[src/rtl/aes_ctrl_pkg.sv]
// ============================================================================
// Module  : aes_ctrl_pkg
// Brief   : Shared state type and constants for the execution controller.
// Revision: 1.0 - initial release
// ============================================================================
`default_nettype none

package aes_ctrl_pkg;

    typedef enum logic [2:0] {
        ST_OFF      = 3'd0,
        ST_RUN      = 3'd1,
        ST_DBG_WAIT = 3'd2,
        ST_DBG_STEP = 3'd3,
        ST_HALT     = 3'd4
    } state_t;

    localparam int c_STEP_CNT_W = 16;

    function automatic logic cpu_active(input state_t s);
        return (s == ST_RUN) || (s == ST_DBG_STEP);
    endfunction

endpackage

`default_nettype wire

[src/rtl/debouncer.sv]
// ============================================================================
// Module  : debouncer
// Brief   : 2-flop synchronizer plus stable-count debouncer with edge pulses.
// Revision: 1.0 - initial release
// ============================================================================
`default_nettype none

module debouncer #(
    parameter int   DEBOUNCE_CYCLES = 16,
    parameter logic RESET_VAL       = 1'b0
) (
    input  logic clk,
    input  logic rst,
    input  logic i_raw,
    output logic o_level,
    output logic o_rise,
    output logic o_fall
);

    localparam int             c_CW   = $clog2(DEBOUNCE_CYCLES + 1);
    localparam logic [c_CW-1:0] c_LAST = c_CW'(DEBOUNCE_CYCLES - 1);

    logic            r_sync1;
    logic            r_sync2;
    logic            r_level;
    logic            r_rise;
    logic            r_fall;
    logic [c_CW-1:0] r_cnt;

    // Edge pulses are registered alongside the level flip so they line up with it.
    always_ff @(posedge clk) begin
        if (!rst) begin
            r_sync1 <= RESET_VAL;
            r_sync2 <= RESET_VAL;
            r_level <= RESET_VAL;
            r_cnt   <= '0;
            r_rise  <= 1'b0;
            r_fall  <= 1'b0;
        end else begin
            r_sync1 <= i_raw;
            r_sync2 <= r_sync1;
            r_rise  <= 1'b0;
            r_fall  <= 1'b0;
            if (r_sync2 != r_level) begin
                if (r_cnt == c_LAST) begin
                    r_level <= r_sync2;
                    r_cnt   <= '0;
                    r_rise  <= r_sync2;
                    r_fall  <= ~r_sync2;
                end else begin
                    r_cnt <= r_cnt + c_CW'(1);
                end
            end else begin
                r_cnt <= '0;
            end
        end
    end

    assign o_level = r_level;
    assign o_rise  = r_rise;
    assign o_fall  = r_fall;

endmodule

`default_nettype wire

[src/rtl/exec_controller.sv]
// ============================================================================
// Module  : exec_controller
// Brief   : Power/debug/step sequencing FSM producing the processor clock enable.
// Revision: 1.0 - initial release
// ============================================================================
`default_nettype none

module exec_controller
    import aes_ctrl_pkg::*;
#(
    parameter int DEBOUNCE_CYCLES = 16,
    parameter int STEP_CYCLES     = 1
) (
    input  logic                    clk,
    input  logic                    rst,
    input  logic                    pwr,
    input  logic                    dbg,
    input  logic                    stp,
    input  logic                    halt,
    output logic                    cpu_en,
    output logic [2:0]              state_o,
    output logic [c_STEP_CNT_W-1:0] step_cnt
);

    localparam int              c_SCW       = $clog2(STEP_CYCLES + 1);
    localparam logic [c_SCW-1:0] c_STEP_LAST = c_SCW'(STEP_CYCLES - 1);

    logic w_pwr_level, w_pwr_rise, w_pwr_fall;
    logic w_dbg_level, w_dbg_rise, w_dbg_fall;
    logic w_stp_level, w_stp_rise, w_stp_fall;
    logic w_unused;

    debouncer #(.DEBOUNCE_CYCLES(DEBOUNCE_CYCLES), .RESET_VAL(1'b1)) u_pwr (
        .clk(clk), .rst(rst), .i_raw(pwr),
        .o_level(w_pwr_level), .o_rise(w_pwr_rise), .o_fall(w_pwr_fall)
    );

    debouncer #(.DEBOUNCE_CYCLES(DEBOUNCE_CYCLES), .RESET_VAL(1'b0)) u_dbg (
        .clk(clk), .rst(rst), .i_raw(dbg),
        .o_level(w_dbg_level), .o_rise(w_dbg_rise), .o_fall(w_dbg_fall)
    );

    debouncer #(.DEBOUNCE_CYCLES(DEBOUNCE_CYCLES), .RESET_VAL(1'b0)) u_stp (
        .clk(clk), .rst(rst), .i_raw(stp),
        .o_level(w_stp_level), .o_rise(w_stp_rise), .o_fall(w_stp_fall)
    );

    assign w_unused = ^{w_pwr_level, w_pwr_rise, w_dbg_rise, w_dbg_fall,
                        w_stp_level, w_stp_fall};

    state_t                  r_state;
    state_t                  w_next;
    logic                    w_step_done;
    logic                    r_cpu_en;
    logic [c_SCW-1:0]        r_step_cyc;
    logic [c_STEP_CNT_W-1:0] r_step_cnt;

    always_comb begin
        w_next      = r_state;
        w_step_done = 1'b0;
        case (r_state)
            ST_OFF: begin
                if (w_pwr_fall) begin
                    w_next = w_dbg_level ? ST_DBG_WAIT : ST_RUN;
                end
            end
            ST_RUN: begin
                if (halt) begin
                    w_next = ST_HALT;
                end else if (w_dbg_level) begin
                    w_next = ST_DBG_WAIT;
                end
            end
            ST_DBG_WAIT: begin
                if (halt) begin
                    w_next = ST_HALT;
                end else if (!w_dbg_level) begin
                    w_next = ST_RUN;
                end else if (w_stp_rise) begin
                    w_next = ST_DBG_STEP;
                end
            end
            // A step always runs to completion; halt is honoured from DBG_WAIT.
            ST_DBG_STEP: begin
                if (r_step_cyc == c_STEP_LAST) begin
                    w_next      = ST_DBG_WAIT;
                    w_step_done = 1'b1;
                end
            end
            ST_HALT: begin
                w_next = ST_HALT;
            end
            default: begin
                w_next = ST_OFF;
            end
        endcase
    end

    always_ff @(posedge clk) begin
        if (!rst) begin
            r_state    <= ST_OFF;
            r_cpu_en   <= 1'b0;
            r_step_cyc <= '0;
            r_step_cnt <= '0;
        end else begin
            r_state  <= w_next;
            r_cpu_en <= cpu_active(w_next);
            if ((r_state == ST_DBG_STEP) && !w_step_done) begin
                r_step_cyc <= r_step_cyc + c_SCW'(1);
            end else begin
                r_step_cyc <= '0;
            end
            if (w_step_done && (r_step_cnt != '1)) begin
                r_step_cnt <= r_step_cnt + c_STEP_CNT_W'(1);
            end
        end
    end

    assign cpu_en   = r_cpu_en;
    assign state_o  = r_state;
    assign step_cnt = r_step_cnt;

endmodule

`default_nettype wire

[config.mk]
export PLATFORM = sky130hd
export DESIGN_NAME = exec_controller
export DESIGN_NICKNAME = d
export VERILOG_FILES = /design/src/rtl/aes_ctrl_pkg.sv /design/src/rtl/debouncer.sv /design/src/rtl/exec_controller.sv
export SDC_FILE = /design/constraint.sdc
export NUM_CORES = 1
export LEC_CHECK = 0
export BUFFER_PORTS_ARGS = -buffer_cell sky130_fd_sc_hd__buf_2
export CAP_MARGIN = 20
export CORE_UTILIZATION = 55
export DETAILED_ROUTE_END_ITERATION = 10
export MAX_ROUTING_LAYER = met4
export PLACE_DENSITY = 0.76
export REMOVE_ABC_BUFFERS = 1
export SETUP_SLACK_MARGIN = 0.15
export SYNTH_ARGS = -nofsm -noshare
export SYNTH_HDL_FRONTEND = slang
export SYNTH_SLANG_ARGS = --single-unit
[constraint.sdc]
create_clock -name clk -period 2.13 [get_ports clk]
set_input_delay 0.3195 -clock clk [delete_from_list [all_inputs] [get_ports clk]]
set_output_delay 0.3195 -clock clk [all_outputs]
set_load 0.02 [all_outputs]
After elaboration in Yosys (flattened, before gate mapping)
Index checks and enable logic that the tools add are counted.
{ "classes": {"addsub": 5, "eq_ne": 13, "n_mux": 11, "bitwise": 5, "reduce_logical": 14} }
{ "op_table": {"columns": ["operator", "count"], "rows": [
  ["3-bit 2-to-1 mux", 7],
  ["16-bit by 1-bit adder with 16-bit output, second input constant", 1],
  ["16-bit != test, second input constant", 1],
  ["5-bit by 1-bit adder with 5-bit output, second input constant", 3],
  ["5-bit by 4-bit == test with 1-bit output, second input constant", 3],
  ["3-bit one-hot mux with 5 select lines", 1],
  ["3-bit by 2-bit == test with 1-bit output, second input constant", 3],
  ["3-bit OR reduction", 3],
  ["2-bit AND reduction", 4],
  ["3-bit by 1-bit == test with 1-bit output, second input constant", 2],
  ["3-bit AND reduction", 2],
  ["1-bit NOT", 5],
  ["3-bit == test, second input constant", 1],
  ["3-bit zero test", 1],
  ["1-bit != test", 3],
  ["1-bit logical AND", 2],
  ["1-bit 2-to-1 mux", 2],
  ["2-bit 2-to-1 mux", 1],
  ["1-bit adder, second input constant", 1],
  ["1-bit zero test", 1],
  ["1-bit logical OR", 1]
]} }
{ "totals": {"regBits": 47, "out_inout_bits": 20, "elab_cells": 66} }

Longest topological paths before layout
{ "logic_depth": {"ltp_word": 6, "ltp_mapped": 6, "mapped_depth_nobuf": 5} }

Hierarchy
From an unflattened synthesis, not the netlist that was laid out.
{ "unflattened": {"hier_cells": 219, "area_unflattened_um2": 2112.0} }
{ "by_module_without_submodules": {"columns": ["mod", "n_inst", "cells_per_inst", "area_each_um2", "seq_area_each_um2"], "rows": [
  ["exec_controller", 1, 123, 1071.0, 420.4],
  ["debouncer (u_dbg ...)", 2, 32, 347.8, 200.2],
  ["debouncer (u_pwr)", 1, 32, 345.3, 200.2]
]} }

Worst setup path after synthesis
OpenSTA, ideal clock, no wires.
{ "synth_timing": {"kind": "flip-flop to flip-flop", "startpoint": "reg r_step_cnt[0] (netlist: step_cnt[0])", "endpoint": "reg r_step_cnt[6] (netlist: step_cnt[6])", "setup_time_ns": 0.071, "arrival_time_ns": 1.664, "t_required_ns": 2.059, "setup_slack_ns": 0.395, "path_stages_with_launch": 6, "n_path_buf": 1, "cell_sequence": "dfxtp_1 ha_1 nand4_1 clkbuf_1 or4_1 a21oi_1"} }
{ "synth_via": {"elab_chain_len": 2} }
{ "synth_lines": {"columns": ["item", "line_no", "rtl"], "rows": [
  ["start, declared", "exec_controller.sv:56", "logic [c_STEP_CNT_W-1:0] r_step_cnt;"],
  ["start signal, assigned", "exec_controller.sv:114", "r_step_cnt <= r_step_cnt + c_STEP_CNT_W'(1);"],
  ["parallel branches: the longest is 2 deep, another holds 16-bit by 1-bit adder with 16-bit output", null, null]
]} }
Parallel ways; which one is timed is not known.
A chain may end at the register's enable or synchronous reset.

Worst setup path in the final report
{ "layout_timing": {"startpoint": "reg r_state[1] (netlist: state_o[1])", "endpoint": "reg r_step_cnt[9] (netlist: step_cnt[9])"} }
{ "layout_via": {"elab_chain_len": 3} }
{ "layout_lines": {"columns": ["item", "line_no", "rtl"], "rows": [
  ["start, declared", "exec_controller.sv:51", "state_t r_state;"],
  ["start signal, assigned", "exec_controller.sv:106", "r_state <= w_next;"],
  ["3-bit by 2-bit == test with 1-bit output", "exec_controller.sv:61", "case (r_state)"],
  ["1-bit 2-to-1 mux", "exec_controller.sv:61", null],
  ["1-bit logical AND", "exec_controller.sv:113", "if (w_step_done && (r_step_cnt != '1)) begin"]
]} }
No other way between the ends.

==> impl_metrics.toml <==
[placed_design]
dpl_cell_area_sq_mm = 0.00216
gp_congestion = 0.798
hpwl_um = 2360
port_buffers = 25

[worst_hold_path]
worstHoldPathType = "input pin to flop"
hp-start = "pwr"

[finish]
fillers = 311
area_delta_synth_final_pct = 12.6
diodes = 0
drive_gt1_frac = 0.174
stdcell_area_sq_mm = 0.00224
nets = 253

[clock_tree]
cts_resized = 0
clk_latency_ns = 0.36
cts_setup_buffers = 0
h-tree-depth = 2
cts_tree = "built"
clock_sinks = 47
clock_path_buffers = 2
cts-buffers-inserted = 5
postCtsHoldBufs = 0
root_buffer = "clkbuf_4"
clkSlewWorstSetupHoldPaths_ns = 0.15

[routing]
maxUsedRoutingLayer = "met4"
wl_per_cell_um = 11.6
ant_nets = 0
drcViolationCount = 0
drt-pass1-iter-count = 4
wl_met1_um = 1630
num_vias = 1540
dr_wl_met3_um = 139
wl_met2_um = 1510
postRouteWirelength_um = 3330
drt_iter0_drc = 96
via_per_inst = 5.37

[timing]
skew_ns = 0.0130
fmax_ghz = 0.569
grt_setup_unrepaired = "false"
slew_viol_final = 0
timing.hold.ws_ns = 0.133
min_period_ns = 1.76
setup_tns_ns = 0
setup_viol = 0
finalCritPeriodShare = 0.826
finalHoldViolCount = 0

[floorplan]
die_h_um = 62.2
core_region_area_sq_mm = 0.00342
row_count = 21
die_width_um = 62.2
io_pins = 26
fp.dieArea_sq_mm = 0.00387
initial_core_util = 0.584

[setup_path]
cp.arrival_ns = 2.07
cp-start-kind = "flop"
crit_chain = "and4bb_2, nand4_4, or4_1, a21oi_1"
rr_startpoint = "state_o[1]"
endpoint_kind = "flop"
crit_type = "flop to flop"
worstPathMaxFanout = 10
critPathTopFamily = "simple AND/OR/NAND/NOR gates"
crit_start = "state_o[1]"
path_buf_inv = 0
cp_slowest_stage_delay_ns = 0.49
critPathRequiredTime_ns = 2.44
crit_slowest_cell = "dfxtp_1"

[synth]
ys_seq_area_frac = 0.472
ys_warn_count = 0
synthCells = 211
ys_types = 41
ys_seq_elements = 47
avgSynthCellArea_sq_um = 9.45
synth.cell_area_sq_mm = 0.00199

[grt]
grt_use_total = 0.201
grt_pass1_wl_um = 6090
first_global_vias = 1428
gr-total-overflow = 0
antenna_found_initial = 0
grt_max_degree = 20

[power]
power_density_mw_per_mm2 = 652
power_uw = 1460
ir_worst_vdd_v = 0.000562
p_leak_uw = 0.000888

[outcome]
outcome = "complete, no violations"

[job]
cap_violations = 0
-- layout make-up --
type                    instances  area (sq um)  area share
clock buffers                   5          37.5      0.0167
clock inverters                 3          43.8      0.0195
multi-input cells             148           976       0.435
inverters                       9          33.8      0.0151
flip-flops and latches         47           941       0.419
repair buffers                 29           155      0.0691
well taps                      46          57.6      0.0256
-- cell usage in the layout (no fill, tap or decap), types with 3 or more instances in the layout --
cell type | Yosys | layout
ha_1 | 7 | 7
or4_1 | 7 | 7
clkbuf_4 | 0 | 5
or3_1 | 7 | 7
buf_2 | 1 | 25
xnor2_1 | 6 | 6
dfxtp_1 | 47 | 47
o31ai_1 | 8 | 8
mux2i_1 | 7 | 7
nand2_1 | 10 | 10
nor2_1 | 19 | 19
xor2_1 | 3 | 3
and2_1 | 5 | 5
nand3_1 | 8 | 8
inv_1 | 8 | 8
a21oi_1 | 16 | 16
nand4_1 | 4 | 4
nor3_1 | 3 | 3
nand2b_1 | 8 | 8
and3_1 | 5 | 5
o21ai_0 | 5 | 5
buf_4 | 2 | 4
-- Yosys cell counts, drive strengths merged --
cell / number / area share
ha: 7 / 0.044
a31oi: 1 / 0.0031
buf: 4 / 0.016
nor2b: 2 / 0.0063
and4b: 2 / 0.010
clkinv: 1 / 0.0019
nor2: 19 / 0.036
o31ai: 8 / 0.030
or2b: 1 / 0.0038
or3: 7 / 0.022
nand2b: 8 / 0.025
nand4: 5 / 0.023
and4bb: 1 / 0.0063
o211ai: 2 / 0.010
and3: 6 / 0.019
and4: 1 / 0.0044
a311oi: 1 / 0.0044
xor2: 3 / 0.013
and2: 5 / 0.016
or4: 7 / 0.026
inv: 8 / 0.015
nor4: 1 / 0.0031
nand2: 10 / 0.019
nand3b: 1 / 0.0038
o21ai: 5 / 0.013
nor4b: 1 / 0.0044
xnor2: 6 / 0.026
a211oi: 2 / 0.0075
a21oi: 16 / 0.040
nand3: 8 / 0.020
conb: 1 / 0.0019
clkbuf: 3 / 0.0056
dfxtp: 47 / 0.47
nor3: 4 / 0.013
mux2i: 7 / 0.035
-- through the flow --
| step | setup WS [ns] | utilization | std cells |
|---|---|---|---|
| after floorplan | -0.170 | - | 204 |
| after detailed placement | 0.322 | 0.633 | 279 |
| final | 0.371 | 0.657 | 287 |
| after global placement | 0.361 | 0.633 | 279 |
| after CTS | 0.304 | 0.657 | 287 |
| after global routing | 0.151 | 0.657 | 287 |
-- metal layers --
layer / global-route usage / vias to the layer above
li1: - / 806
met1: 0.236 / 702
met2: 0.320 / 25
met3: 0.0588 / 7
met4: 0.0843 / 0
met5: - / -
-- kinds of logic after synthesis --
| kind of cell | after synthesis | share of synthesized area |
|---|---|---|
| mux | 7 | 0.0352 |
| fa+ha+maj | 7 | 0.0439 |
| other cells | 1 | 0.00188 |
| xor+xnor | 9 | 0.0396 |
| flops | 47 | 0.472 |
| compound gates | 35 | 0.108 |
| buf+inv | 16 | 0.0383 |
| simple gates | 89 | 0.261 |
-- flip-flops by register name, summed over array words and instances (netlist names) --
name / cells
cpu_en: 1
r_step_cyc: 1
state_o: 3
step_cnt: 16
u_dbg.o_level: 1
u_dbg.r_cnt: 5
u_dbg.r_sync1: 1
u_dbg.r_sync2: 1
u_pwr.o_fall: 1
u_pwr.o_level: 1
u_pwr.r_cnt: 5
u_pwr.r_sync1: 1
u_pwr.r_sync2: 1
u_stp.o_level: 1
u_stp.o_rise: 1
u_stp.r_cnt: 5
u_stp.r_sync1: 1
u_stp.r_sync2: 1
-- power breakdown --
group	switching [uW]	leakage, uW	total (uW)	internal (uW)
clock network	293	0.0000452	541	247
registers	4.07	0.000380	891	887
logic	19.9	0.000462	32.5	12.6
total	317	0.000888	1460	1150
-- final timing paths --
kind	end	slack, ns	depth (start not counted)
worst min register to register	u_pwr.r_sync2	0.43	1
worst min-delay path	u_pwr.r_sync1	0.13	2
worst max register to register	step_cnt[9]	0.37	4
worst max-delay path	step_cnt[9]	0.37	4
Power figures use the tool's default switching activity.
